**config.mk**
```make
export PLATFORM = sky130hd
export DESIGN_NAME = ddr3_iod_dly_ctrl_flat
export DESIGN_NICKNAME = d
export VERILOG_FILES = /design/src/rtl/ddr3_iod_dly_ctrl_if.sv /design/src/rtl/ddr3_iod_dly_ctrl.sv /design/src/flat_wrapper.sv
export SDC_FILE = /design/constraint.sdc
export NUM_CORES = 1
export LEC_CHECK = 0
export BUFFER_PORTS_ARGS = -buffer_cell sky130_fd_sc_hd__buf_2
export CAP_MARGIN = 20
export CORE_MARGIN = 2
export CORE_UTILIZATION = 39
export CTS_CLUSTER_SIZE = 14
export DETAILED_ROUTE_END_ITERATION = 6
export PLACE_DENSITY = 0.57
export SLEW_MARGIN = 25
export SYNTH_ARGS = -nofsm -noshare
export SYNTH_HDL_FRONTEND = slang
export SYNTH_SLANG_ARGS = --single-unit
```
**constraint.sdc**
```tcl
create_clock -name FAB_CLK -period 2.1 [get_ports FAB_CLK]
set_input_delay 0 -clock FAB_CLK [delete_from_list [all_inputs] [get_ports FAB_CLK]]
set_output_delay 0 -clock FAB_CLK [all_outputs]
set_load 0.05 [all_outputs]
```
**src/rtl/ddr3_iod_dly_ctrl_if.sv**
```systemverilog
// Request/completion and tap-readback port of ddr3_iod_dly_ctrl.
// Handshake: a request transfers on the FAB_CLK edge where REQ_VALID and REQ_READY are both 1;
// the master keeps REQ_LANE/LOAD/DIR/STEPS stable while REQ_VALID=1 and REQ_READY=0.
interface ddr3_iod_dly_ctrl_if #(
  parameter int NUM_LANES = 4
);
  localparam int LANE_W = (NUM_LANES > 1) ? $clog2(NUM_LANES) : 1;

  logic              REQ_VALID;
  logic              REQ_READY;
  logic [LANE_W-1:0] REQ_LANE;
  logic              REQ_LOAD;
  logic              REQ_DIR;
  logic [7:0]        REQ_STEPS;
  logic              DONE;
  logic              DONE_ERR;
  logic [LANE_W-1:0] TAP_RD_LANE;
  logic [7:0]        TAP_RD_VAL;

  modport master (
    output REQ_VALID, REQ_LANE, REQ_LOAD, REQ_DIR, REQ_STEPS, TAP_RD_LANE,
    input  REQ_READY, DONE, DONE_ERR, TAP_RD_VAL
  );

  modport slave (
    input  REQ_VALID, REQ_LANE, REQ_LOAD, REQ_DIR, REQ_STEPS, TAP_RD_LANE,
    output REQ_READY, DONE, DONE_ERR, TAP_RD_VAL
  );
endinterface

```
**src/rtl/ddr3_iod_dly_ctrl.sv**
```systemverilog
// Dynamic delay-line sequencer for a group of DDR3 IOD lanes: one request at a time, settle after every pulse.
// DLY_CTRL_TAP_TRACK_EN builds per-lane tap counters, the TAP_MAX/0 pre-check and the TAP_RD_VAL readback.
module ddr3_iod_dly_ctrl #(
  parameter int NUM_LANES     = 4,
  parameter int SETTLE_CYCLES = 4,
  parameter int TAP_MAX       = 127,
  parameter int LOAD_TAP      = 1
) (
  input  logic                  FAB_CLK,
  input  logic                  ARST_N,
  ddr3_iod_dly_ctrl_if.slave    req_if,
  output logic [NUM_LANES-1:0]  DELAY_LINE_LOAD,
  output logic [NUM_LANES-1:0]  DELAY_LINE_MOVE,
  output logic [NUM_LANES-1:0]  DELAY_LINE_DIRECTION,
  input  logic [NUM_LANES-1:0]  DELAY_LINE_OUT_OF_RANGE,
  output logic [2:0]            dbg_state_o
);
  localparam int LANE_W = (NUM_LANES > 1) ? $clog2(NUM_LANES) : 1;

  typedef enum logic [2:0] {
    S_IDLE   = 3'd0,
    S_LOAD   = 3'd1,
    S_MOVE   = 3'd2,
    S_SETTLE = 3'd3,
    S_CHECK  = 3'd4,
    S_DONE   = 3'd5
  } state_t;

  state_t              state_q;
  logic [LANE_W-1:0]   lane_q;
  logic                dir_q;
  logic                is_load_q;
  logic [7:0]          steps_q;
  logic [7:0]          settle_q;
  logic                ready_q;
  logic                done_q;
  logic                done_err_q;
  logic [NUM_LANES-1:0] load_pulse_q;
  logic [NUM_LANES-1:0] move_pulse_q;
  logic [NUM_LANES-1:0] dir_out_q;

  logic [NUM_LANES-1:0] acc_onehot_d;
  logic [NUM_LANES-1:0] sel_onehot_d;
  logic                 oor_sel_d;
  logic                 step_ok_acc_d;
  logic                 step_ok_chk_d;

  function automatic logic [NUM_LANES-1:0] lane_onehot(input logic [LANE_W-1:0] lane);
    lane_onehot = '0;
    for (int i = 0; i < NUM_LANES; i++) begin
      if (i == int'(lane)) lane_onehot[i] = 1'b1;
    end
  endfunction

  assign acc_onehot_d = lane_onehot(req_if.REQ_LANE);
  assign sel_onehot_d = lane_onehot(lane_q);
  assign oor_sel_d    = |(DELAY_LINE_OUT_OF_RANGE & sel_onehot_d);

`ifdef DLY_CTRL_TAP_TRACK_EN
  logic [7:0] tap_q [NUM_LANES];
  logic [7:0] tap_acc_d;
  logic [7:0] tap_sel_d;
  logic [7:0] tap_rd_d;
  logic [7:0] tap_next_d;

  always_comb begin
    tap_acc_d = '0;
    tap_sel_d = '0;
    tap_rd_d  = '0;
    for (int i = 0; i < NUM_LANES; i++) begin
      if (i == int'(req_if.REQ_LANE))    tap_acc_d = tap_q[i];
      if (i == int'(lane_q))             tap_sel_d = tap_q[i];
      if (i == int'(req_if.TAP_RD_LANE)) tap_rd_d  = tap_q[i];
    end
    tap_next_d = dir_q ? (tap_sel_d + 8'd1) : (tap_sel_d - 8'd1);
  end

  // The pre-check is what keeps the counters from ever wrapping past TAP_MAX or below 0.
  assign step_ok_acc_d = req_if.REQ_DIR ? (tap_acc_d != 8'(TAP_MAX)) : (tap_acc_d != 8'd0);
  assign step_ok_chk_d = dir_q ? (tap_next_d != 8'(TAP_MAX)) : (tap_next_d != 8'd0);
  assign req_if.TAP_RD_VAL = tap_rd_d;

  always_ff @(posedge FAB_CLK or negedge ARST_N) begin
    if (!ARST_N) begin
      for (int i = 0; i < NUM_LANES; i++) tap_q[i] <= 8'(LOAD_TAP);
    end else begin
      for (int i = 0; i < NUM_LANES; i++) begin
        if (i == int'(lane_q)) begin
          if (state_q == S_LOAD)                      tap_q[i] <= 8'(LOAD_TAP);
          else if (state_q == S_CHECK && !oor_sel_d)  tap_q[i] <= tap_next_d;
        end
      end
    end
  end
`else
  logic unused_track;

  assign step_ok_acc_d     = 1'b1;
  assign step_ok_chk_d     = 1'b1;
  assign req_if.TAP_RD_VAL = '0;
  assign unused_track      = ^{req_if.TAP_RD_LANE, dir_q, 8'(TAP_MAX), 8'(LOAD_TAP)};
`endif

  always_ff @(posedge FAB_CLK or negedge ARST_N) begin
    if (!ARST_N) begin
      state_q      <= S_IDLE;
      lane_q       <= '0;
      dir_q        <= 1'b0;
      is_load_q    <= 1'b0;
      steps_q      <= '0;
      settle_q     <= '0;
      ready_q      <= 1'b1;
      done_q       <= 1'b0;
      done_err_q   <= 1'b0;
      load_pulse_q <= '0;
      move_pulse_q <= '0;
      dir_out_q    <= '0;
    end else begin
      case (state_q)
        S_IDLE: begin
          if (req_if.REQ_VALID && ready_q) begin
            ready_q   <= 1'b0;
            lane_q    <= req_if.REQ_LANE;
            dir_q     <= req_if.REQ_DIR & ~req_if.REQ_LOAD;
            is_load_q <= req_if.REQ_LOAD;
            steps_q   <= req_if.REQ_STEPS;
            dir_out_q <= (req_if.REQ_DIR && !req_if.REQ_LOAD) ? acc_onehot_d : '0;
            if (req_if.REQ_LOAD) begin
              state_q      <= S_LOAD;
              load_pulse_q <= acc_onehot_d;
            end else if (req_if.REQ_STEPS == 8'd0) begin
              state_q <= S_DONE;
              done_q  <= 1'b1;
            end else if (!step_ok_acc_d) begin
              state_q    <= S_DONE;
              done_q     <= 1'b1;
              done_err_q <= 1'b1;
            end else begin
              state_q      <= S_MOVE;
              move_pulse_q <= acc_onehot_d;
            end
          end
        end
        S_LOAD: begin
          load_pulse_q <= '0;
          settle_q     <= 8'(SETTLE_CYCLES - 1);
          state_q      <= S_SETTLE;
        end
        S_MOVE: begin
          move_pulse_q <= '0;
          settle_q     <= 8'(SETTLE_CYCLES - 1);
          state_q      <= S_SETTLE;
        end
        S_SETTLE: begin
          if (settle_q == 8'd0) begin
            // A load has no range check, so it completes straight out of the settle window.
            if (is_load_q) begin
              state_q <= S_DONE;
              done_q  <= 1'b1;
            end else begin
              state_q <= S_CHECK;
            end
          end else begin
            settle_q <= settle_q - 8'd1;
          end
        end
        S_CHECK: begin
          if (oor_sel_d) begin
            state_q    <= S_DONE;
            done_q     <= 1'b1;
            done_err_q <= 1'b1;
          end else begin
            steps_q <= steps_q - 8'd1;
            if (steps_q == 8'd1) begin
              state_q <= S_DONE;
              done_q  <= 1'b1;
            end else if (!step_ok_chk_d) begin
              state_q    <= S_DONE;
              done_q     <= 1'b1;
              done_err_q <= 1'b1;
            end else begin
              state_q      <= S_MOVE;
              move_pulse_q <= sel_onehot_d;
            end
          end
        end
        S_DONE: begin
          done_q     <= 1'b0;
          done_err_q <= 1'b0;
          dir_out_q  <= '0;
          ready_q    <= 1'b1;
          state_q    <= S_IDLE;
        end
        default: begin
          state_q <= S_IDLE;
          ready_q <= 1'b1;
        end
      endcase
    end
  end

  assign req_if.REQ_READY     = ready_q;
  assign req_if.DONE          = done_q;
  assign req_if.DONE_ERR      = done_err_q;
  assign DELAY_LINE_LOAD      = load_pulse_q;
  assign DELAY_LINE_MOVE      = move_pulse_q;
  assign DELAY_LINE_DIRECTION = dir_out_q;
  assign dbg_state_o          = state_q;
endmodule

```
**src/flat_wrapper.sv**
```systemverilog
// flat-port wrapper written by rule: the top's interface ports become plain ports
module ddr3_iod_dly_ctrl_flat 
#(
  parameter int NUM_LANES     = 4,
  parameter int SETTLE_CYCLES = 4,
  parameter int TAP_MAX       = 127,
  parameter int LOAD_TAP      = 1
)
  (FAB_CLK, ARST_N, DELAY_LINE_LOAD, DELAY_LINE_MOVE, DELAY_LINE_DIRECTION, DELAY_LINE_OUT_OF_RANGE, dbg_state_o, req_if_REQ_VALID, req_if_REQ_LANE, req_if_REQ_LOAD, req_if_REQ_DIR, req_if_REQ_STEPS, req_if_TAP_RD_LANE, req_if_REQ_READY, req_if_DONE, req_if_DONE_ERR, req_if_TAP_RD_VAL);
  ddr3_iod_dly_ctrl_if #(.NUM_LANES(NUM_LANES)) req_if_i ();
  input  logic FAB_CLK;
  input  logic ARST_N;
  output logic [NUM_LANES-1:0] DELAY_LINE_LOAD;
  output logic [NUM_LANES-1:0] DELAY_LINE_MOVE;
  output logic [NUM_LANES-1:0] DELAY_LINE_DIRECTION;
  input  logic [NUM_LANES-1:0] DELAY_LINE_OUT_OF_RANGE;
  output logic [2:0] dbg_state_o;
  input wire logic [$bits(req_if_i.REQ_VALID)-1:0] req_if_REQ_VALID;
  input wire logic [$bits(req_if_i.REQ_LANE)-1:0] req_if_REQ_LANE;
  input wire logic [$bits(req_if_i.REQ_LOAD)-1:0] req_if_REQ_LOAD;
  input wire logic [$bits(req_if_i.REQ_DIR)-1:0] req_if_REQ_DIR;
  input wire logic [$bits(req_if_i.REQ_STEPS)-1:0] req_if_REQ_STEPS;
  input wire logic [$bits(req_if_i.TAP_RD_LANE)-1:0] req_if_TAP_RD_LANE;
  output wire logic [$bits(req_if_i.REQ_READY)-1:0] req_if_REQ_READY;
  output wire logic [$bits(req_if_i.DONE)-1:0] req_if_DONE;
  output wire logic [$bits(req_if_i.DONE_ERR)-1:0] req_if_DONE_ERR;
  output wire logic [$bits(req_if_i.TAP_RD_VAL)-1:0] req_if_TAP_RD_VAL;
  assign req_if_i.REQ_VALID = req_if_REQ_VALID;
  assign req_if_i.REQ_LANE = req_if_REQ_LANE;
  assign req_if_i.REQ_LOAD = req_if_REQ_LOAD;
  assign req_if_i.REQ_DIR = req_if_REQ_DIR;
  assign req_if_i.REQ_STEPS = req_if_REQ_STEPS;
  assign req_if_i.TAP_RD_LANE = req_if_TAP_RD_LANE;
  assign req_if_REQ_READY = req_if_i.REQ_READY;
  assign req_if_DONE = req_if_i.DONE;
  assign req_if_DONE_ERR = req_if_i.DONE_ERR;
  assign req_if_TAP_RD_VAL = req_if_i.TAP_RD_VAL;
  ddr3_iod_dly_ctrl #(.NUM_LANES(NUM_LANES), .SETTLE_CYCLES(SETTLE_CYCLES), .TAP_MAX(TAP_MAX), .LOAD_TAP(LOAD_TAP)) u_core (.FAB_CLK(FAB_CLK), .ARST_N(ARST_N), .req_if(req_if_i), .DELAY_LINE_LOAD(DELAY_LINE_LOAD), .DELAY_LINE_MOVE(DELAY_LINE_MOVE), .DELAY_LINE_DIRECTION(DELAY_LINE_DIRECTION), .DELAY_LINE_OUT_OF_RANGE(DELAY_LINE_OUT_OF_RANGE), .dbg_state_o(dbg_state_o));
endmodule
```
======== Word level (Yosys, flattened, before mapping) ========
Cells that the tools add are included.
word-level totals
  flip-flop bits (word level) ............. 37
  bits of input ports ..................... 21
  output and inout port bits .............. 26
  word-level logic and storage cells ...... 112
operators by class
  add/subtract/negate cells ............... 2
  equality and inequality tests ........... 24
  multiplexer cells ....................... 45
  bitwise logic cells ..................... 2
  reduce and logical (&&, ||, !) cells .... 28
operator list
  cell                                                 count
  two-way mux 4 bit                                    9
  case mux 8 bit (2 select lines)                      2
  two-way mux 8 bit                                    3
  two-way mux 1 bit                                    18
  two-way mux 3 bit                                    6
  logical NOT 8 bit                                    2
  case mux 4 bit (2 select lines)                      2
  subtractor 8 x 1 -> 8 bit, second input constant     2
  != test 2 bit, second input constant                 6
  case mux 3 bit (4 select lines)                      1
  case mux 4 bit (3 select lines)                      1
  AND reduction 2 bit                                  6
  != test 2 x 1 -> 1 bit, second input constant        5
  nonzero test 2 bit                                   5
  equality test 2 bit, first input constant            4
  equality test 8 x 1 -> 1 bit, second input constant  1
  OR reduction 4 bit                                   2
  AND reduction 7 bit                                  1
  equality test 3 x 2 -> 1 bit, second input constant  2
  equality test 3 bit, second input constant           2
  AND reduction 3 bit                                  2
  AND reduction 6 bit                                  1
  AND 4 bit                                            1
  equality test 1 x 2 -> 1 bit, first input constant   2
  12 further kinds                                     15

======== Longest topological paths before layout ========
Gate-level depths: netlist (run 1).
  depth after elaboration ................. 6
  gate-level depth with buffers ........... 7
  mapped depth without buffers ............ 6

======== Least setup slack after synthesis (run 1) ========
No wires, ideal clock.
  kind .................................... register to register
  from .................................... register u_core.state_q[2] (netlist: u_core.dbg_state_o[2])
  to ...................................... register u_core.move_pulse_q[0] (netlist: u_core.DELAY_LINE_MOVE[0])
  library setup time ...................... 0.125 ns
  data arrival time ....................... 1.839 ns
  data required time ...................... 1.975 ns
  setup slack ............................. 0.136 ns
  cell stages (with the launch flop) ...... 5
  path buffers ............................ 1
  clock period less this slack ............ 1.964 ns
  cell sequence ........................... dfrtp_1 > or3b_1 > clkbuf_1 > o211ai_4 > mux2_4
on the way
  longest elaborated chain between the ends .. 3
  elaborated cells on any way between the ends .. 11
  those cells by class .................... 7 x eq/ne; 1 x mux; 3 x reduce/logical
ends and longest elaborated chain
  element                                                 line                      source
  start, declared                                         ddr3_iod_dly_ctrl.sv:29   state_t state_q;
  start signal, assigned                                  ddr3_iod_dly_ctrl.sv:106  state_q <= S_IDLE;
  start signal, assigned                                  ddr3_iod_dly_ctrl.sv:129  state_q <= S_LOAD;
  start signal, assigned                                  ddr3_iod_dly_ctrl.sv:132  state_q <= S_DONE;
  equality test 3 bit (tied with other cells)             ddr3_iod_dly_ctrl.sv:119  case (state_q)
  != test 2 bit (no source line) (tied with other cells)  --
  AND reduction 6 bit (no source line)                    --
  end signal, assigned                                    ddr3_iod_dly_ctrl.sv:140  move_pulse_q <= acc_onehot_d;
  end signal, assigned                                    ddr3_iod_dly_ctrl.sv:183  move_pulse_q <= sel_onehot_d;
  end, declared                                           ddr3_iod_dly_ctrl.sv:39   logic [NUM_LANES-1:0] move_pulse_q;
Parallel ways exist; a longest one is shown, timed or not.
A chain may end at the register's enable or synchronous reset.

======== Worst setup path in the final report (run 1) ========
  from .................................... input req_if_REQ_STEPS[0]
  to ...................................... register u_core.move_pulse_q[2] (netlist: u_core.DELAY_LINE_MOVE[2])
on the way
  longest elaborated chain between the ends .. 3
ends and longest elaborated chain
  element                               line                      source
  start, declared                       flat_wrapper.sv:22        input wire logic [$bits(req_if_i.REQ_STEPS)-1:0] req_if_REQ_STEPS;
  logical NOT 8 bit                     ddr3_iod_dly_ctrl.sv:131  end else if (req_if.REQ_STEPS == 8'd0) begin
  != test 2 bit (no source line)        --
  AND reduction 6 bit (no source line)  --
Every way passes these cells.

==> results of run 1 <==
## cells by family (layout without fill, tap and decap cells)
kind of cell	Yosys count	in the layout	synth area share [%]
flops	37	37	40.1
other cells	1	8	0.162
xor+xnor	1	1	0.379
simple gates	79	79	18.7
compound gates	77	77	22.4
buf+inv	32	73	8.28
fa+ha+maj	4	4	2.17
mux	14	14	7.85
## routing by layer
| metal | part of all wire, % | wire length (um) | vias up | track usage (%) |
|---|---|---|---|---|
| met3 | 4.0 | 217 | 7 | 3.00 |
| met4 | 1.2 | 65 | 0 | 6.10 |
| met5 | 0 | 0 | - | 0 |
| met2 | 48 | 2620 | 43 | 30.2 |
| met1 | 46 | 2500 | 943 | 23.4 |
| li1 | - | - | 980 | - |
## cells in the mapped netlist (all sizes together) (5+ instances only)
library cell / instances
mux2: 11
inv: 9
nor2: 22
a21oi: 23
o21ai: 19
buf: 17
nand2: 16
nor4: 6
nor3: 8
a211o: 5
dfrtp: 36
clkbuf: 5
## worst register-to-register path: cells and delay by family (launching register included)
kind	cells	cell delay, ns
adder cells (fa/ha/maj)	1	0.14
buffers and inverters	2	0.29
flip-flops	1	0.40
multiplexers	1	0.33
AO/OA/AOI/OAI	2	0.37
AND/OR/NAND/NOR	1	0.24
## final cells by class
cell class / instances / area (um^2) / share of cell area [%]
Clock buffer: 5 / 68.8 / 2.52
Clock inverter: 3 / 46.3 / 1.70
Inverter: 10 / 37.5 / 1.37
Multi-Input combinational cell: 183 / 1220 / 44.6
Sequential cell: 37 / 927 / 34.0
Tap cell: 75 / 93.8 / 3.44
Timing Repair Buffer: 55 / 338 / 12.4
## worst paths after layout
| check | to | slack [ns] | depth (start not counted) |
|---|---|---|---|
| worst min-delay path | u_core.steps_q[3] | 0.01 | 3 |
| worst max register to register | u_core.DELAY_LINE_MOVE[2] | 0.22 | 7 |
| worst min register to register | u_core.DELAY_LINE_DIRECTION[0] | 0.49 | 2 |
| min in group asynchronous | u_core.DELAY_LINE_DIRECTION[1] | 0.35 | 2 |
| worst max-delay path | u_core.DELAY_LINE_MOVE[2] | 0.20 | 6 |
| max in group asynchronous | u_core.settle_q[7] | 1.22 | 2 |
## flip-flops by register name, indices dropped and copies added (netlist names)
name / cells
u_core.req_if.REQ_READY: 1
u_core.settle_q: 8
u_core.DELAY_LINE_LOAD: 4
u_core.req_if.DONE: 1
u_core.dbg_state_o: 3
u_core.DELAY_LINE_MOVE: 4
u_core.lane_q: 2
u_core.is_load_q: 1
u_core.DELAY_LINE_DIRECTION: 4
u_core.steps_q: 8
u_core.req_if.DONE_ERR: 1
## placed cells by master (no fill, tap or decap), types with 3 or more instances in the layout
cell,n
buf_2,36
dfrtp_1,36
nor2_1,22
a21oi_1,22
nand2_1,16
o21ai_1,13
buf_4,13
inv_1,9
conb_1,8
nor3_1,7
o21ai_0,6
dlygate4sd3_1,6
a211o_1,5
clkbuf_8,5
mux2_2,4
nor4_1,4
mux2_4,4
ha_1,4
a21o_1,3
nand3_1,3
a31oi_1,3
o22ai_1,3
mux2_1,3
## power groups by stage
stage	logic, mW	clock network [mW]	registers [mW]
after floorplan	1.28	0	1.66
after global placement	2.21	0	1.26
after detailed placement	2.22	0	1.27
after CTS	2.23	0.648	1.25
after global routing	2.45	0.671	1.29
final	2.22	0.621	1.25
==> reports/results.ini, run 1 <==
[yosys]
yosysWarnings = 0
yosys_register_bits = 37
synth.top_cells.by_area = dfrtp_1 (39%), a21oi_1 (4.8%), nor2_1 (3.6%)
synth_cells = 245
synth-seq-area-share_pct = 40.1
syn_area_per_cell_um2 = 9.43
post-synth-top-area-fraction_pct = 39.0
yosysUniqueCellTypes = 63
synth_edf_count = 0
synth_async_sr_flop_share_pct = 100
ys_dominant_reg_cell = dfrtp_1
synthesis.area_um2 = 2310
yosysTopAreaCell = dfrtp_1

[worst_setup_path]
worst-path-buf-inv = 2
slowest_stage = dlygate4sd3_1
setup.worst_path.start = req_if_REQ_STEPS[0]
critical_path.max_stage_delay_ns = 0.54
critPathLaunchType = input port
worst-endpoint-arrival_ns = 2.07
worst_r2r_src = u_core.steps_q[1]
timing.critical_path.max_delay_family = simple AND/OR/NAND/NOR gates
cp_cell_sequence = dlygate4sd3_1, buf_2, nor4_1, nand4_1, o211ai_4, mux2_4
criticalPathCategory = in2reg
timing.critical_path.required_ns = 2.27
cp_max_fo = 4
endpoint_kind = flip-flop

[sta]
worst_slack_ns = 0.197
slew_viol_final = 0
max_clock_freq_mhz = 526
unrepaired_setup_endpoints_after_global_routing = false
report.final.setup_viol = 0
totalNegativeSetupSlack_ns = 0
final-hold-violation-count = 0
skew_ns = 0.00735
hold_ws_ns = 0.0122
period_minus_slack_ns = 1.90
post_route_clock_period_utilization_pct = 90.6
slew_at_the_pin_closest_to_its_max_slew_limit_ns = 0.841
slew-limit-headroom_pct = 43.9

[cells_and_area]
diodes_inserted = 0
final_nets = 317
area.growth.synth_to_final_pct = 18.1
drive_gt1_share_pct = 25.6
design_area_um2 = 2730
layoutNonFillerInstCount = 368
finalCoreUtilization_pct = 46.9
fillerInstances = 589

[route]
drc = 0
drtAntennaViolNets = 0
detail_routed_net_length_per_standard_cell_um = 14.7
viasPerCell = 5.36
wl_mm = 5.40
detail_route.iter0.violations = 82
detail_route.first_pass.iterations = 4
num_vias = 1973

[placed_design]
globalplace.congestion = 0.795
detailed_place_hpwl_mm = 4.10
dp_worst_setup_slack_ns = 0.234
postPlaceCellArea_um2 = 2550
post-place-cells = 354
numPortBuffers = 36

[pwr]
peakVddDrop_mv = 0.589
portion_of_total_power_attributed_to_the_clock_network_pct = 15.2
power_per_cell_area_nw_per_um2 = 1500
p_leak_nw = 1.24
p_seq_share_pct = 30.5
intPower_mw = 2.15
switching_share_pct = 47.5
report.power.total_mw = 4.10
net-switching-power_mw = 1.95
comb_power_share_pct = 54.3

[cts]
clk_root_buffer_cell = clkbuf_8
postCtsResizedCells = 0
cts_max_level = 2
clkTransAtPathRegs_ns = 0.08
clock_tree_from_tritoncts = yes
clock_latency_of_the_later_clocked_register_in_the_worst_skew_pair_ns = 0.29
postCtsSetupBuffers = 0
cts.sink_count = 37
cts-buffers-inserted = 5
cts-root-to-sink-buffers = 2
hold_buffers = 6

[global_routing]
first_global_vias = 1909
grt_start_max_net_pins = 38
grt_use_total_pct = 18.0
grt_antenna_before_repair = 0
grt_overflow = 0
grt_first_pass_wirelength_mm = 9.12

[floorplan]
core_region_area_um2 = 5820
io_pins = 47
placement_rows = 28
die_width_um = 81.0
die_area_um2 = 6560
die_y_um = 81.0
initial_utilization_pct = 39.7

[flow_run]
maxCapViolCount = 0

[hold_path]
hold_path_startpoint = req_if_REQ_STEPS[3]
holdCritPathClass = in2reg

[status]
status = finished clean

No activity file was read; power rests on OpenSTA's default activity.
==> inputs of run 2 (changes only) <==
PLACE_DENSITY = 0.69   (was 0.57)
==> reports/results.ini, run 2 (synthesized netlist as in run 1, its figures left out) <==
[placed_design]
globalplace.congestion = 0.839  ; was 0.795
postPlaceCellArea_um2 = 2540  ; was 2550 um^2
post-place-cells = 352  ; was 354
detailed_place_hpwl_mm = 3.95  ; was 4.10 mm
dp_worst_setup_slack_ns = 0.156  ; was 0.234 ns
numPortBuffers = 36  ; unchanged

[cells_and_area]
reg.largest.list = u_core.settle_q (8), u_core.steps_q (8)  ; unchanged
finalCoreUtilization_pct = 46.8  ; was 46.9%
final_nets = 317  ; unchanged
layoutNonFillerInstCount = 368  ; unchanged
seqCellArea_um2 = 927  ; unchanged
area.growth.synth_to_final_pct = 17.8  ; was 18.1%
diodes_inserted = 0  ; unchanged
fillerInstances = 560  ; was 589
multi_input_area_um2 = 1220  ; unchanged
drive_gt1_share_pct = 24.9  ; was 25.6%
layout_common_cells = buf_2 (36), dfrtp_1 (36), nor2_1 (22), a21oi_1 (22), nand2_1 (16)  ; unchanged
design_area_um2 = 2720  ; was 2730 um^2

[global_routing]
grt_first_pass_wirelength_mm = 9.33  ; was 9.12 mm
grt_use_total_pct = 18.4  ; was 18.0%
grt_overflow = 0  ; unchanged
grt_start_max_net_pins = 38  ; unchanged
grt_antenna_before_repair = 0  ; unchanged
first_global_vias = 2019  ; was 1909

[route]
wl_mm = 5.30  ; was 5.40 mm
detail_routed_net_length_per_standard_cell_um = 14.4  ; was 14.7 um
viasPerCell = 5.39  ; was 5.36
detail_route.iter0.violations = 116  ; was 82
drc = 0  ; unchanged
num_vias = 1985  ; was 1973
drtAntennaViolNets = 0  ; unchanged
detail_route.first_pass.iterations = 4  ; unchanged

[sta]
skew_ns = 0.00477  ; was 0.00735 ns
final-hold-violation-count = 0  ; unchanged
totalNegativeSetupSlack_ns = 0  ; unchanged
period_minus_slack_ns = 1.93  ; was 1.90 ns
max_clock_freq_mhz = 517  ; was 526 MHz
post_route_clock_period_utilization_pct = 92.1  ; was 90.6%
slew_at_the_pin_closest_to_its_max_slew_limit_ns = 0.838  ; was 0.841 ns
hold_ws_ns = 0.00244  ; was 0.0122 ns
report.final.setup_viol = 0  ; unchanged
slew-limit-headroom_pct = 44.1  ; was 43.9%
unrepaired_setup_endpoints_after_global_routing = false  ; unchanged
slew_viol_final = 0  ; unchanged
worst_slack_ns = 0.166  ; was 0.197 ns

[cts]
cts-root-to-sink-buffers = 2  ; unchanged
clock_tree_from_tritoncts = yes  ; unchanged
cts-buffers-inserted = 5  ; unchanged
postCtsResizedCells = 0  ; unchanged
hold_buffers = 8  ; was 6
clock_latency_of_the_later_clocked_register_in_the_worst_skew_pair_ns = 0.29  ; about the same
postCtsSetupBuffers = 0  ; unchanged
clkTransAtPathRegs_ns = 0.07  ; was 0.08 ns
cts.sink_count = 37  ; unchanged
cts_max_level = 2  ; unchanged
clk_root_buffer_cell = clkbuf_8  ; unchanged

[hold_path]
holdCritPathClass = in2reg  ; unchanged

[flow_run]
maxCapViolCount = 0  ; unchanged

[worst_setup_path]
endpoint_kind = flip-flop  ; unchanged
criticalPathCategory = reg2reg  ; was in2reg
critPathLaunchType = flip-flop  ; was input port
worst-endpoint-arrival_ns = 2.10  ; was 2.07 ns
timing.critical_path.required_ns = 2.26  ; was 2.27 ns
cp_max_fo = 12  ; was 4

[floorplan]
core_region_area_um2 = 5820  ; unchanged
io_pins = 47  ; unchanged
die_width_um = 81.0  ; unchanged
placement_rows = 28  ; unchanged
die_area_um2 = 6560  ; unchanged
initial_utilization_pct = 39.7  ; unchanged
die_y_um = 81.0  ; unchanged

[pwr]
peakVddDrop_mv = 0.740  ; was 0.589 mV
power_per_cell_area_nw_per_um2 = 1460  ; was 1500 nW/um^2
report.power.total_mw = 3.98  ; was 4.10 mW
p_leak_nw = 1.24  ; about the same

[status]
status = finished clean  ; unchanged

## run 2: changes by cell type in the layout (fill, tap and decap cells not counted), sizes merged
cell         change
buf              -2
bufinv           -1
clkinvlp         -1
dlygate4sd3      +2
clkbuf           +2
## run 2: critical path, stage by stage, from the launching register on
cell and delay (ns):
dfrtp_1 0.38, mux4_2 0.63, a211o_1 0.48, a211oi_1 0.26
a21oi_1 0.06
## run 2: where the power goes
group | total [mW] | internal (mW) | switching, mW
Combinational | 2.16 | 0.772 | 1.39
Sequential | 1.27 | 0.990 | 0.282
Clock | 0.544 | 0.297 | 0.248
Total | 3.98 | 2.06 | 1.92
## run 2: cell type report
cell class	count	share of cell area [%]
inverters	10	1.38
clock buffers	7	3.54
well taps	75	3.45
clock inverters	1	0.184
flip-flops and latches	37	34.1
repair buffers	55	12.6
multi-input cells	183	44.8
## run 2: path summary, 6_finish.rpt
| path | slack (ns) | from | cells after the start | end |
|---|---|---|---|---|
| min in group asynchronous | 0.35 | ARST_N | 2 | u_core.DELAY_LINE_LOAD[3] |
| min reg2reg | 0.47 | u_core.DELAY_LINE_DIRECTION[0] | 2 | u_core.DELAY_LINE_DIRECTION[0] |
| max reg2reg | 0.17 | u_core.lane_q[0] | 4 | u_core.steps_q[1] |
| max | 0.17 | u_core.lane_q[0] | 4 | u_core.steps_q[1] |
| min | 0.002 | req_if_REQ_STEPS[6] | 3 | u_core.steps_q[6] |
| max in group asynchronous | 1.22 | ARST_N | 2 | u_core.steps_q[2] |
## run 2: per-layer routing
layer,vias to the layer above,wire length (um),GRT usage [%]
li1,981,-,-
met1,956,2440,23.5
met2,44,2570,30.6
met3,4,244,3.44
met4,0,46,7.29
met5,-,0,0
==> inputs of run 3 (changes only) <==
PLACE_DENSITY = 0.71   (was 0.69)
clock period = 1.7 ns   (was 2.1 ns; I/O delays follow)
==> reports/results.ini, run 3 (synthesized netlist as in run 1, its figures left out) <==
[cells_and_area]
seqCellArea_um2 = 931  ; was 927 um^2
final_nets = 345  ; was 317
design_area_um2 = 3070  ; was 2720 um^2
layout_common_cells = buf_4 (39), buf_2 (36), dfrtp_1 (33)  ; was buf_2 (36), dfrtp_1 (36), nor2_1 (22), a21oi_1 (22), nand2_1 (16)
drive_gt1_share_pct = 39.6  ; was 24.9%
reg.largest.list = u_core.settle_q (8), u_core.steps_q (8)  ; unchanged
layoutNonFillerInstCount = 396  ; was 368
fillerInstances = 541  ; was 560
multi_input_area_um2 = 1350  ; was 1220 um^2
final_common_cell = buf_4
diodes_inserted = 0  ; unchanged
area.growth.synth_to_final_pct = 32.9  ; was 17.8%

[floorplan]
die_area_um2 = 6560  ; unchanged
core_region_area_um2 = 5820  ; unchanged
placement_rows = 28  ; unchanged
io_pins = 47  ; unchanged
initial_utilization_pct = 39.7  ; unchanged
die_width_um = 81.0  ; unchanged
die_y_um = 81.0  ; unchanged

[global_routing]
grt_start_max_net_pins = 22  ; was 38
grt_use_total_pct = 18.6  ; was 18.4%
grt_antenna_before_repair = 0  ; unchanged
grt_overflow = 0  ; unchanged
first_global_vias = 2015  ; was 2019
grt_first_pass_wirelength_mm = 9.49  ; was 9.33 mm

[sta]
max_clock_freq_mhz = 550  ; was 517 MHz
post_route_clock_period_utilization_pct = 107  ; was 92.1%
skew_ns = 0.00673  ; was 0.00477 ns
period_minus_slack_ns = 1.82  ; was 1.93 ns
slew_viol_final = 0  ; unchanged
report.final.setup_viol = 11  ; was 0
hold_ws_ns = -0.00685  ; was 0.00244 ns
unrepaired_setup_endpoints_after_global_routing = true  ; was false
worst_slack_ns = -0.119  ; was 0.166 ns
final-hold-violation-count = 3  ; was 0

[worst_setup_path]
cp_max_fo = 6  ; was 12
worst-endpoint-arrival_ns = 1.99  ; was 2.10 ns
critPathLaunchType = flip-flop  ; unchanged
timing.critical_path.required_ns = 1.87  ; was 2.26 ns
endpoint_kind = flip-flop  ; unchanged
criticalPathCategory = reg2reg  ; unchanged
timing.reg2reg.setup_slack_ns = -0.12  ; was 0.17 ns

[route]
viasPerCell = 5.56  ; was 5.39
detail_routed_net_length_per_standard_cell_um = 15.5  ; was 14.4 um
wl_mm = 6.15  ; was 5.30 mm
drc = 0  ; unchanged
num_vias = 2201  ; was 1985
drtAntennaViolNets = 0  ; unchanged
detail_route.iter0.violations = 221  ; was 116
detail_route.first_pass.iterations = 4  ; unchanged

[cts]
clock_tree_from_tritoncts = yes  ; unchanged
cts-root-to-sink-buffers = 2  ; unchanged
clkTransAtPathRegs_ns = 0.08  ; was 0.07 ns
cts_max_level = 2  ; unchanged
cts-buffers-inserted = 5  ; unchanged
clock_latency_of_the_later_clocked_register_in_the_worst_skew_pair_ns = 0.30  ; was 0.29 ns
clk_root_buffer_cell = clkbuf_8  ; unchanged
cts.sink_count = 37  ; unchanged

[pwr]
net-switching-power_mw = 2.68  ; was 1.92 mW
comb_power_share_pct = 59.2  ; was 54.3%
portion_of_total_power_attributed_to_the_clock_network_pct = 14.0  ; was 13.7%
intPower_mw = 3.08  ; was 2.06 mW
p_leak_nw = 1.40  ; was 1.24 nW
report.power.total_mw = 5.76  ; was 3.98 mW
p_seq_share_pct = 26.8  ; was 32.0%
peakVddDrop_mv = 0.836  ; was 0.740 mV
switching_share_pct = 46.5  ; was 48.3%
power_per_cell_area_nw_per_um2 = 1880  ; was 1460 nW/um^2

[hold_path]
holdCritPathClass = in2reg  ; unchanged

[placed_design]
globalplace.congestion = 0.843  ; was 0.839
detailed_place_hpwl_mm = 4.33  ; was 3.95 mm
numPortBuffers = 36  ; unchanged
postPlaceCellArea_um2 = 2770  ; was 2540 um^2
post-place-cells = 379  ; was 352

[status]
status = finished, violations left  ; was finished clean
failing_checks = hold timing, setup timing

[flow_run]
maxCapViolCount = 0  ; unchanged

[run 3: changes by cell type in the layout (fill, tap and decap cells not counted), moves of 3 or more]
| cell | previous run | this run |
|---|---|---|
| dlygate4sd3_1 | 8 | 3 |
| dfrtp_1 | 36 | 33 |
| buf_6 | 0 | 4 |
| buf_4 | 11 | 39 |
| dfrtp_2 | 0 | 3 |
[run 3: through the flow]
stage | util, % | TNS (ns) | setup slack (ns) | hold WS, ns
floorplan | - | -0.490 | -0.0844 | -0.296
global placement | 47.6 | -0.277 | -0.0548 | -0.0595
detailed placement | 47.6 | -0.710 | -0.113 | -0.0502
CTS | 50.6 | -0.458 | -0.0806 | 0.000108
global route | 52.8 | -1.87 | -0.198 | 0.0149
finish | 52.8 | -0.806 | -0.119 | -0.00685
[run 3: area by class of cell]
cell class	count	area share (%)
Clock buffer	7	2.81
Clock inverter	1	0.978
Inverter	10	1.22
Multi-Input combinational cell	184	43.8
Sequential cell	37	30.3
Tap cell	75	3.05
Timing Repair Buffer	82	17.8
[run 3: worst max-delay path, stage by stage (launching register included)]
cell	delay, ns
dfrtp_1	0.38
mux4_2	0.63
a211o_4	0.42
a21oi_1	0.16
o22ai_1	0.10
[run 3: final timing paths]
path | endpoint | start | cells after the start
worst max-delay path | u_core.steps_q[4] | u_core.lane_q[0] | 4
worst min-delay path | u_core.DELAY_LINE_DIRECTION[2] | req_if_REQ_DIR | 3
worst max register to register | u_core.steps_q[4] | u_core.lane_q[0] | 4
max in group asynchronous | u_core.req_if.REQ_READY | ARST_N | 3
worst min register to register | u_core.DELAY_LINE_DIRECTION[2] | u_core.DELAY_LINE_DIRECTION[2] | 2
min in group asynchronous | u_core.DELAY_LINE_MOVE[0] | ARST_N | 2
[run 3: repair_timing]
| action | in CTS | in global routing |
|---|---|---|
| endpoints found under the hold margin | 18 | 0 |
| hold buffers | 3 | 0 |
| pin swaps | 2 | 15 |
| cloned | 0 | 1 |
| endpoints found under the setup margin | 12 | 31 |
| resized for setup | 5 | 21 |
| setup buffers | 1 | 4 |
[run 3: layer usage]
metal	global-route usage [%]	vias up	share of wire (%)
met5	0	-	0
met4	8.64	0	2.6
met3	3.00	16	4.8
met2	28.1	72	48
met1	26.0	1083	45
li1	-	1030	-
[run 3: power by group through the flow]
stage | Clock [mW] | Combinational [mW] | Sequential [mW]
floorplan | 0 | 1.62 | 2.07
global placement | 0 | 3.05 | 1.50
detailed placement | 0 | 3.11 | 1.52
CTS | 0.813 | 3.16 | 1.50
global route | 0.848 | 3.66 | 1.59
finish | 0.805 | 3.41 | 1.55
